**src/rtl/tdm_demux_if.sv**
```systemverilog
// Bus bundle for the 4-slot TDM demultiplexer: serial input side and the
// registered per-channel outputs with framing status.
interface tdm_demux_if;
  logic       din;
  logic       din_valid;
  logic       sync;
  logic       y1;
  logic       y2;
  logic       y3;
  logic       y4;
  logic [1:0] s;
  logic       frame_valid;
  logic       locked;
  logic       sync_err;

  modport master (
    output din, din_valid, sync,
    input  y1, y2, y3, y4, s, frame_valid, locked, sync_err
  );

  modport slave (
    input  din, din_valid, sync,
    output y1, y2, y3, y4, s, frame_valid, locked, sync_err
  );
endinterface

```
**src/rtl/tdm_demux.sv**
```systemverilog
// 4-slot serial TDM demultiplexer with HUNT/ACQ/LOCKED frame alignment,
// flywheel tolerance of framing errors and whole-frame registered delivery.
module tdm_demux #(
  parameter int LOCK_FRAMES = 2,
  parameter int LOSS_ERRS   = 2
) (
  input  logic        clk,
  input  logic        rst,
  tdm_demux_if.slave  bus
);

  localparam int GW = ($clog2(LOCK_FRAMES + 1) < 1) ? 1 : $clog2(LOCK_FRAMES + 1);
  localparam int EW = ($clog2(LOSS_ERRS + 1) < 1) ? 1 : $clog2(LOSS_ERRS + 1);

  typedef enum logic [1:0] {
    HUNT   = 2'd0,
    ACQ    = 2'd1,
    LOCKED = 2'd2
  } state_t;

  state_t          state_q, state_d;
  logic [1:0]      slot_q, slot_d;
  logic [2:0]      sh_q, sh_d;
  logic [GW-1:0]   gcnt_q, gcnt_d;
  logic [EW-1:0]   ecnt_q, ecnt_d;
  logic [3:0]      y_q, y_d;
  logic            fv_q, fv_d;
  logic            err_q, err_d;
  logic            bad_q, bad_d;
  logic            lost;
  logic            lock_now;

  always_ff @(posedge clk or posedge rst) begin
    if (rst) begin
      state_q <= HUNT;
      slot_q  <= 2'd0;
      sh_q    <= 3'd0;
      gcnt_q  <= '0;
      ecnt_q  <= '0;
      y_q     <= 4'd0;
      fv_q    <= 1'b0;
      err_q   <= 1'b0;
      bad_q   <= 1'b0;
    end else begin
      state_q <= state_d;
      slot_q  <= slot_d;
      sh_q    <= sh_d;
      gcnt_q  <= gcnt_d;
      ecnt_q  <= ecnt_d;
      y_q     <= y_d;
      fv_q    <= fv_d;
      err_q   <= err_d;
      bad_q   <= bad_d;
    end
  end

  // bad_q marks a frame whose slot 0 was flywheeled in, so it is never delivered
  always_comb begin
    state_d  = state_q;
    slot_d   = slot_q;
    sh_d     = sh_q;
    gcnt_d   = gcnt_q;
    ecnt_d   = ecnt_q;
    y_d      = y_q;
    bad_d    = bad_q;
    fv_d     = 1'b0;
    err_d    = 1'b0;
    lost     = (int'(ecnt_q) + 1) >= LOSS_ERRS;
    lock_now = (int'(gcnt_q) + 1) >= LOCK_FRAMES;

    if (bus.din_valid) begin
      case (state_q)
        HUNT: begin
          if (bus.sync) begin
            sh_d[0] = bus.din;
            slot_d  = 2'd1;
            gcnt_d  = '0;
            bad_d   = 1'b0;
            state_d = ACQ;
          end
        end

        default: begin
          if (bus.sync) begin
            sh_d[0] = bus.din;
            slot_d  = 2'd1;
            bad_d   = 1'b0;
            if (slot_q != 2'd0) begin
              err_d = 1'b1;
              if (state_q == ACQ) begin
                gcnt_d = '0;
              end else begin
                ecnt_d = ecnt_q + EW'(1);
                if (lost) begin
                  state_d = HUNT;
                  slot_d  = 2'd0;
                end
              end
            end
          end else if (slot_q == 2'd0) begin
            err_d = 1'b1;
            if (state_q == ACQ) begin
              state_d = HUNT;
              slot_d  = 2'd0;
            end else begin
              ecnt_d  = ecnt_q + EW'(1);
              sh_d[0] = bus.din;
              slot_d  = 2'd1;
              bad_d   = 1'b1;
              if (lost) begin
                state_d = HUNT;
                slot_d  = 2'd0;
              end
            end
          end else if (slot_q != 2'd3) begin
            sh_d[slot_q] = bus.din;
            slot_d       = slot_q + 2'd1;
          end else begin
            slot_d = 2'd0;
            if (state_q == ACQ) begin
              gcnt_d = gcnt_q + GW'(1);
              if (lock_now) begin
                state_d = LOCKED;
                y_d     = {bus.din, sh_q};
                fv_d    = 1'b1;
                ecnt_d  = '0;
              end
            end else if (!bad_q) begin
              y_d    = {bus.din, sh_q};
              fv_d   = 1'b1;
              ecnt_d = '0;
            end
          end
        end
      endcase
    end
  end

  assign bus.y1          = y_q[0];
  assign bus.y2          = y_q[1];
  assign bus.y3          = y_q[2];
  assign bus.y4          = y_q[3];
  assign bus.s           = slot_q;
  assign bus.frame_valid = fv_q;
  assign bus.sync_err    = err_q;
  assign bus.locked      = (state_q == LOCKED);

endmodule

```
**src/flat_wrapper.sv**
```systemverilog
// flat-port wrapper written by rule: the top's interface ports become plain ports
module tdm_demux_flat 
#(
  parameter int LOCK_FRAMES = 2,
  parameter int LOSS_ERRS   = 2
)
  (clk, rst, bus_din, bus_din_valid, bus_sync, bus_y1, bus_y2, bus_y3, bus_y4, bus_s, bus_frame_valid, bus_locked, bus_sync_err);
  tdm_demux_if bus_i ();
  input  logic clk;
  input  logic rst;
  input wire logic [$bits(bus_i.din)-1:0] bus_din;
  input wire logic [$bits(bus_i.din_valid)-1:0] bus_din_valid;
  input wire logic [$bits(bus_i.sync)-1:0] bus_sync;
  output wire logic [$bits(bus_i.y1)-1:0] bus_y1;
  output wire logic [$bits(bus_i.y2)-1:0] bus_y2;
  output wire logic [$bits(bus_i.y3)-1:0] bus_y3;
  output wire logic [$bits(bus_i.y4)-1:0] bus_y4;
  output wire logic [$bits(bus_i.s)-1:0] bus_s;
  output wire logic [$bits(bus_i.frame_valid)-1:0] bus_frame_valid;
  output wire logic [$bits(bus_i.locked)-1:0] bus_locked;
  output wire logic [$bits(bus_i.sync_err)-1:0] bus_sync_err;
  assign bus_i.din = bus_din;
  assign bus_i.din_valid = bus_din_valid;
  assign bus_i.sync = bus_sync;
  assign bus_y1 = bus_i.y1;
  assign bus_y2 = bus_i.y2;
  assign bus_y3 = bus_i.y3;
  assign bus_y4 = bus_i.y4;
  assign bus_s = bus_i.s;
  assign bus_frame_valid = bus_i.frame_valid;
  assign bus_locked = bus_i.locked;
  assign bus_sync_err = bus_i.sync_err;
  tdm_demux #(.LOCK_FRAMES(LOCK_FRAMES), .LOSS_ERRS(LOSS_ERRS)) u_core (.clk(clk), .rst(rst), .bus(bus_i));
endmodule
```
**config.mk**
```make
export PLATFORM = sky130hd
export DESIGN_NAME = tdm_demux_flat
export DESIGN_NICKNAME = d
export VERILOG_FILES = /design/src/rtl/tdm_demux_if.sv /design/src/rtl/tdm_demux.sv /design/src/flat_wrapper.sv
export SDC_FILE = /design/constraint.sdc
export NUM_CORES = 1
export LEC_CHECK = 0
export ABC_AREA = 1
export BUFFER_PORTS_ARGS = -buffer_cell sky130_fd_sc_hd__clkbuf_2
export CORE_MARGIN = 4
export CORE_UTILIZATION = 52
export CTS_CLUSTER_DIAMETER = 40
export CTS_CLUSTER_SIZE = 10
export DETAILED_ROUTE_END_ITERATION = 6
export HOLD_SLACK_MARGIN = 0.02
export PLACE_DENSITY_LB_ADDON = 0.12
export SLEW_MARGIN = 20
export SYNTH_ARGS = -nofsm -noshare
export SYNTH_HDL_FRONTEND = slang
export SYNTH_SLANG_ARGS = --single-unit
```
**constraint.sdc**
```tcl
create_clock -name clk -period 1.7 [get_ports clk]
set_clock_uncertainty 0.2 [all_clocks]
set_input_delay 0.34 -clock clk [delete_from_list [all_inputs] [get_ports clk]]
set_output_delay 0.34 -clock clk [all_outputs]
set_load 0.005 [all_outputs]
```
# ---- Yosys cells after proc, flatten, opt, wreduce, memory -nomap -nowiden
# Cells that the tools add are included.
dict set report word_totals {
  word_cells 122
  reg_bits 18
  input_bits 5
}
dict set report op_classes {
  n_lt_le_gt_ge 4
  bitwise 4
  mux 65
  reduce_logical 18
  n_addsub 5
  n_eq_ne 16
}
# operator count
set ops {}
lappend ops {{2-to-1 mux 2 bit} 33}
lappend ops {{greater-or-equal comparator 32 x 3 -> 1 bit, second input constant} 2}
lappend ops {{2-to-1 mux 1 bit} 27}
lappend ops {{AND reduction 7 bit} 3}
lappend ops {{2-to-1 mux 4 bit} 3}
lappend ops {{inequality test 2 bit, second input constant} 6}
lappend ops {{nonzero test 3 bit} 3}
lappend ops {{AND reduction 4 bit} 2}
lappend ops {{nonzero test 2 bit} 4}
lappend ops {{adder 2 x 1 -> 2 bit, second input constant} 3}
lappend ops {{adder 2 x 1 -> 3 bit, second input constant} 2}
lappend ops {{inequality test 3 bit, second input constant} 2}
lappend ops {{AND reduction 6 bit} 1}
lappend ops {{AND reduction 5 bit} 1}
lappend ops {{zero test 2 bit} 2}
lappend ops {{inequality test 2 x 1 -> 1 bit, second input constant} 2}
lappend ops {{inequality test 4 x 3 -> 1 bit, second input constant} 1}
lappend ops {{inequality test 4 bit, second input constant} 1}
lappend ops {{inverter 1 bit} 4}
lappend ops {{bitwise mux 3 bit} 1}
lappend ops {{less-than comparator 2 x 3 -> 1 bit, second input constant} 1}
lappend ops {{inequality test 3 x 1 -> 1 bit, second input constant} 1}
lappend ops {{inequality test 3 x 2 -> 1 bit, second input constant} 1}
lappend ops {{demux 1 bit (select 2 bit)} 1}
lappend ops {{5 further kinds} 5}

# ---- Depth between registers and ports, before layout
# Gate-level depths: netlist (run 1).
dict set report logic_depth {
  word_depth 9
  mapped_depth 11
  ltp_nobuf 11
}

# ---- Worst setup path after synthesis (run 1)
# No wires, ideal clock.
dict set report synth_timing {
  path_type {reg2reg}
  start {reg u_core.slot_q[0], in the netlist u_core.bus.s[0]}
  end {reg u_core.ecnt_q[1]}
  synth_period_minus_slack_ns 1.819
  path_buffers 0
  path_stages_with_launch 12
  slack_ns -0.119
  t_arrival_ns 1.502
  t_required_ns 1.384
  cell_sequence {dfrtp_1 inv_1 ha_1 inv_1 ha_1 nand2_1 inv_1 nand2_1 nand3_1 nor2_1 nand2_1 nand2_1}
}
dict set report synth_via {
  elab_chain_cells 3
}
# element line
set synth_lines {}
lappend synth_lines {{start: declaration} tdm_demux.sv:22} ;# logic [1:0] slot_q, slot_d;
lappend synth_lines {{start signal: assignment} tdm_demux.sv:46} ;# slot_q <= slot_d;
lappend synth_lines {{inequality test 2 bit, or another cell as far along} tdm_demux.sv:115} ;# end else if (slot_q != 2'd3) begin
lappend synth_lines {{inequality test 3 x 2 -> 1 bit (no line), or another cell as far along} -}
lappend synth_lines {{AND reduction 6 bit (no line) or 2-to-1 mux 2 bit (tied branches)} -}
lappend synth_lines {{end signal: assignment} tdm_demux.sv:49} ;# ecnt_q <= ecnt_d;
lappend synth_lines {{end: declaration} tdm_demux.sv:25} ;# logic [EW-1:0] ecnt_q, ecnt_d;
# Several ways; a longest one is shown, not always the timed one.
# A chain may end at the register's enable or synchronous reset.

# ---- Worst setup path in the final report (run 1)
dict set report layout_timing {
  start {reg u_core.state_q[1]}
  end {out bus_locked}
}
dict set report layout_via {
  elab_chain_cells 1
}
# element line
set layout_lines {}
lappend layout_lines {{start: declaration} tdm_demux.sv:21} ;# state_t state_q, state_d;
lappend layout_lines {{start signal: assignment} tdm_demux.sv:45} ;# state_q <= state_d;
lappend layout_lines {{equality test 2 bit} tdm_demux.sv:146} ;# assign bus.locked = (state_q == LOCKED);
lappend layout_lines {{end: declaration} flat_wrapper.sv:20} ;# output wire logic [$bits(bus_i.locked)-1:0] bus_locked;
# No other way between the ends.

==> flow_summary.ini, run 1 <==
[yosys]
synth_edf_count = 0
synthCells = 188
ys_seq_area_share_pct = 34.4
netlist_area_um2 = 1310
yosysUniqueCellTypes = 21
yosys-top-cells-area = dfrtp_1 (34%), nand2_1 (19%), ha_1 (9.5%), nand3_1 (6.9%), inv_1 (6.0%)
avgSynthCellArea_um2 = 6.97
synth_nets = 203
yosysTopAreaCell = dfrtp_1
netlist.area_leader.share_pct = 34.4
yosys_warnings = 0
async_flop_share_pct = 100
ys_ff_latch = 18
synthFlopType = dfrtp_1

[timing]
fmax_ghz = 0.596
fin_crit_sh_pct = 98.6
tns_ns = 0
final.setup.worst_slack_ns = 0.0234
rsz0062_at_grt = true
fin_hold_ws_ns = 0.0528
drv_slew = 0
worst_pin_slew_ns = 0.242
setup_viol = 0
period_minus_slack_ns = 1.68
max_slew_margin_pct = 83.8
hold_violations = 0

[setup_path]
cp_num_buf_inv = 2
ff2ff_setup_slack_ns = 0.06
reg2reg_depth = 10
crit_family = flip-flops
timing.rr.end = u_core.ecnt_q[1]
cp.required_ns = 1.16
cpMaxStageDelayCell = dfrtp_2
crit_path_end_kind = output pin
crit_fanout = 10
slowest_delay_ns = 0.50
cp.arrival_ns = 1.14
cp_cell_sequence = inv_4 > nor2_1 > clkbuf_2
startpoint_type = register
critPathKind = register to output pin
r2r-start = u_core.bus.s[1]

[grt]
grt_pass1_vias = 1269
antenna_found_initial = 0
grt_pass1_wl_um = 5750
grtUsageTotal_pct = 21.6
grt_overflow_total = 0
grt_max_degree = 19

[placed_design]
place_area_um2 = 1500
gp_congestion = 0.915
numPortBuffers = 13
post-place-ws_ns = -0.0547
dp_hpwl_um = 2450

[drt]
num_vias = 1317
via_per_inst = 5.27
drt-pass1-iter-count = 4
ant_nets = 0
drc = 0
drt-total-wl_um = 3380
wl_per_cell_um = 13.5
drt_iter0_markers = 71

[floorplanning]
initial_core_util_pct = 57.1
ioPinCount = 14
core-area_um2 = 2300
rows = 17
die_y_um = 58.2
die_w_um = 58.2
die_area_um2 = 3390

[clock_tree]
clock-root-buffer = clkbuf_4
cts_tree = built
cts.clk_slew.worst_paths_ns = 0.11
h-tree-depth = 1
cts.sinks = 18
cts_buffers = 3
cts_max_path_buffers = 2
insertion_delay_ns = 0.30

[layout]
nFillCells = 191
multi_input_area_um2 = 865
final_cell_mix = nand2_1 (61), buf_4 (18), inv_1 (16), nand3_1 (16), dfrtp_1 (16)
nNetsFinal = 238
area_delta_synth_final_pct = 29.1
final_common_cell = nand2_1
fin_area_um2 = 1690
drive_gt1_share_pct = 32.4
final-seq-area_um2 = 453
insertedDiodeCount = 0

[power_and_ir_drop]
peakVddDrop_uv = 959
p_leak_uw = 0.000903
power_density_nw_per_um2 = 1640

[outcome]
status = finished, final reports clean

[job]
cap_violations = 0

[hold_path]
hold_depth = 3
hold_path_class = primary input to register
holdCritStartpoint = bus_din
holdPathEnd = u_core.y_q[3]
-- stage by stage --
stage	total power, uW	instances	utilization [%]
after floorplan	1710	188	-
after global placement	2140	238	65.1
after detailed placement	2170	238	65.1
after CTS	2560	248	69.6
after global routing	3030	250	73.7
final	2780	250	73.7
-- worst reg2reg max path, stage by stage (launching register included) --
cell     delay, ns
dfrtp_1       0.41
inv_2         0.11
ha_4          0.17
inv_6         0.04
ha_4          0.18
nand2_4       0.09
nor2_4        0.04
nor2_2        0.10
nand3_2       0.08
nand2_1       0.09
nand2_1       0.05
-- power by group --
| group | switching, uW | internal [uW] |
|---|---|---|
| logic | 1080 | 733 |
| clock network | 147 | 131 |
| registers | 105 | 580 |
| total | 1330 | 1440 |
-- what timing repair did --
item	CTS	global route
endpoints found under the hold margin	18	0
pin swaps	0	13
setup buffers	5	2
gates cloned	0	0
endpoints found under the setup margin	7	11
resized for setup	9	23
hold buffers	1	0
-- sequential cells by signal (all words and copies together), names as in the netlist --
name	flops
u_core.bad_q	1
u_core.y_q	4
u_core.ecnt_q	2
u_core.sh_q	3
u_core.gcnt_q	2
u_core.state_q	2
u_core.bus.sync_err	1
u_core.bus.frame_valid	1
u_core.bus.s	2
-- worst max-delay path by stage --
| stage | startpoint | endpoint | slack, ns | cells after the start |
|---|---|---|---|---|
| floorplan | u_core.bus.s[1] | u_core.ecnt_q[1] | 0.01 | 10 |
| global placement | u_core.bus.s[1] | u_core.ecnt_q[1] | 0.03 | 10 |
| detailed placement | u_core.bus.s[1] | u_core.ecnt_q[1] | -0.05 | 10 |
| CTS | u_core.bus.s[0] | u_core.ecnt_q[1] | 0.002 | 10 |
| global route | u_core.bus.s[0] | u_core.ecnt_q[1] | -0.05 | 10 |
| finish | u_core.state_q[1] | bus_locked | 0.02 | 3 |
-- cell type report --
cell class                      count  area share, %
Multi-Input combinational cell    145           51.1
Inverter                           23           5.54
Sequential cell                    18           26.8
Timing Repair Buffer               32           12.4
Tap cell                           28           2.07
Clock buffer                        4           2.14
-- cell usage after synthesis, types with 2 or more instances --
cell / count
nand3_1: 18
nor2_4: 3
inv_1: 21
a21oi_1: 3
o21ai_0: 8
buf_2: 2
o21ai_1: 3
ha_1: 10
nand2_1: 65
nand2_4: 3
nor2_1: 21
nand2_2: 2
dfrtp_1: 18
nor3_1: 2
nand4_1: 3
-- cell families (layout without fill, tap and decap cells) --
logic type / after synthesis / count (layout) / share of synthesized area, %
AND/OR/NAND/NOR: 120 / 120 / 42.6
flip-flops: 18 / 18 / 34.4
buffers and inverters: 25 / 59 / 7.54
adder cells (fa/ha/maj): 10 / 10 / 9.54
AO/OA/AOI/OAI: 15 / 15 / 6.01
-- metal layers --
metal / routed length, um / global-route usage, % / up-vias
met5: 0 / 0 / -
met4: 27 / 6.29 / 0
met3: 183 / 2.00 / 4
met2: 1630 / 34.7 / 39
met1: 1540 / 30.8 / 606
li1: - / - / 668
No activity file was read; power rests on OpenSTA's default activity.
==> inputs of run 2 (changes only) <==
--- a/config.mk
+++ b/config.mk
@@ -9,4 +9,6 @@
 export BUFFER_PORTS_ARGS = -buffer_cell sky130_fd_sc_hd__clkbuf_2
+export CELL_PAD_IN_SITES_DETAIL_PLACEMENT = 1
+export CELL_PAD_IN_SITES_GLOBAL_PLACEMENT = 1
 export CORE_MARGIN = 4
-export CORE_UTILIZATION = 52
+export CORE_UTILIZATION = 37
 export CTS_CLUSTER_DIAMETER = 40
==> constraint.sdc (replaced) <==
create_clock -name clk -period 1.7 [get_ports clk]
set_clock_uncertainty 0.2 [all_clocks]
set_input_delay 0.17 -clock clk [delete_from_list [all_inputs] [get_ports clk]]
set_output_delay 0.17 -clock clk [all_outputs]
set_load 0.005 [all_outputs]
==> flow_summary.ini, run 2 (synthesized netlist as in run 1, its figures left out) <==
[floorplanning]
core-area_um2 = 3390
die_y_um = 67.5
die_w_um = 67.5
initial_core_util_pct = 38.7
ioPinCount = 14
rows = 21
die_area_um2 = 4560

[power_and_ir_drop]
p_leak_uw = 0.000888
peakVddDrop_uv = 612
power_density_nw_per_um2 = 1650

[grt]
grtUsageTotal_pct = 20.4
grt_pass1_wl_um = 6810
grt_overflow_total = 0
antenna_found_initial = 0
grt_pass1_vias = 1435
grt_max_degree = 19

[drt]
drt-total-wl_um = 4090
via_per_inst = 5.09
wl_per_cell_um = 15.4
drc = 0
drt-pass1-iter-count = 4
drt_iter0_markers = 30
num_vias = 1354
ant_nets = 0

[setup_path]
crit_fanout = 5
r2r-start = u_core.bus.s[0]
cp.arrival_ns = 1.71
startpoint_type = register
crit_path_end_kind = register
critPathKind = register to register
crit_path_start = u_core.bus.s[0]
cp.required_ns = 1.73

[layout]
nNetsFinal = 236
nFillCells = 450
final_common_cell = nand2_1
largest_reg_flops = 4
insertedDiodeCount = 0
final-seq-area_um2 = 452
drive_gt1_share_pct = 29.5
top_register = u_core.y_q
final_util_pct = 49.5
multi_input_area_um2 = 838
reg_top3 = u_core.y_q (4), u_core.sh_q (3)
area_delta_synth_final_pct = 28.0
final_cell_mix = nand2_1 (58), nand3_1 (18), dfrtp_1 (17), inv_1 (16), nor2_1 (16)

[timing]
rsz0062_at_grt = true
max_slew_margin_pct = 81.7
fin_crit_sh_pct = 99.1
worst_pin_slew_ns = 0.273
fin_hold_ws_ns = 0.140
drv_slew = 0
tns_ns = 0
final.setup.worst_slack_ns = 0.0154
fmax_ghz = 0.594
setup_viol = 0
hold_violations = 0
period_minus_slack_ns = 1.68

[hold_path]
holdCritStartpoint = bus_sync
hold_path_class = primary input to register

[clock_tree]
cts_tree = built
clock-root-buffer = clkbuf_4
cts.clk_slew.worst_paths_ns = 0.12
cts_buffers = 3
insertion_delay_ns = 0.32
cts.sinks = 18
h-tree-depth = 1
cts_max_path_buffers = 2

[placed_design]
dp_hpwl_um = 3130
numPortBuffers = 13
post-place-ws_ns = -0.0640
gp_congestion = 0.896

[job]
cap_violations = 0

[outcome]
status = finished, final reports clean
## run 2: final cells by class
cell class	count	area share (%)
multi-input cells	145	50.0
clock buffers	4	2.16
well taps	46	3.43
flip-flops and latches	18	26.9
repair buffers	30	11.9
inverters	23	5.59
## run 2: report_power, final
group          internal, uW  total (uW)  switching [uW]
clock                   131         292             161
combinational           678        1770            1100
sequential              578         706             128
## run 2: repair_timing
item / CTS / global route
gates cloned: 0 / 0
setup buffers: 1 / 1
setup endpoints to repair: 7 / 14
pin swaps: 0 / 11
gates resized for setup: 4 / 24
hold buffers: 3 / 0
endpoints found under the hold margin: 22 / 0
## run 2: metal layers
metal  routed length [um]  GRT usage (%)
met3                  102           3.00
met1                 1830           24.6
met2                 2110           36.2
met4                   53           7.59
met5                    0              0
## run 2: worst max-delay path, cell delays in order (launching register included)
cell     delay (ns)
dfrtp_1        0.43
inv_2          0.12
ha_4           0.16
inv_4          0.05
ha_4           0.18
nand2_4        0.08
nor2_1         0.06
nor2_1         0.10
nand3_1        0.10
nand2_1        0.08
nand2_1        0.05
## run 2: final timing paths
kind / endpoint / slack [ns] / cells after the start
worst max register to register: u_core.ecnt_q[1] / 0.02 / 10
max in group asynchronous: u_core.state_q[1] / 0.90 / 4
worst max-delay path: u_core.ecnt_q[1] / 0.02 / 10
min in group asynchronous: u_core.y_q[2] / 0.19 / 4
worst min register to register: u_core.sh_q[0] / 0.29 / 2
worst min-delay path: u_core.gcnt_q[0] / 0.14 / 5
## run 2: per-stage QoR
stage / instance area (um2) / total power, uW / instances
after floorplan: 1320 / 1710 / 188
after global placement: 1530 / 2200 / 257
after detailed placement: 1530 / 2280 / 257
after CTS: 1620 / 2630 / 265
after global routing: 1680 / 3040 / 266
final: 1680 / 2770 / 266
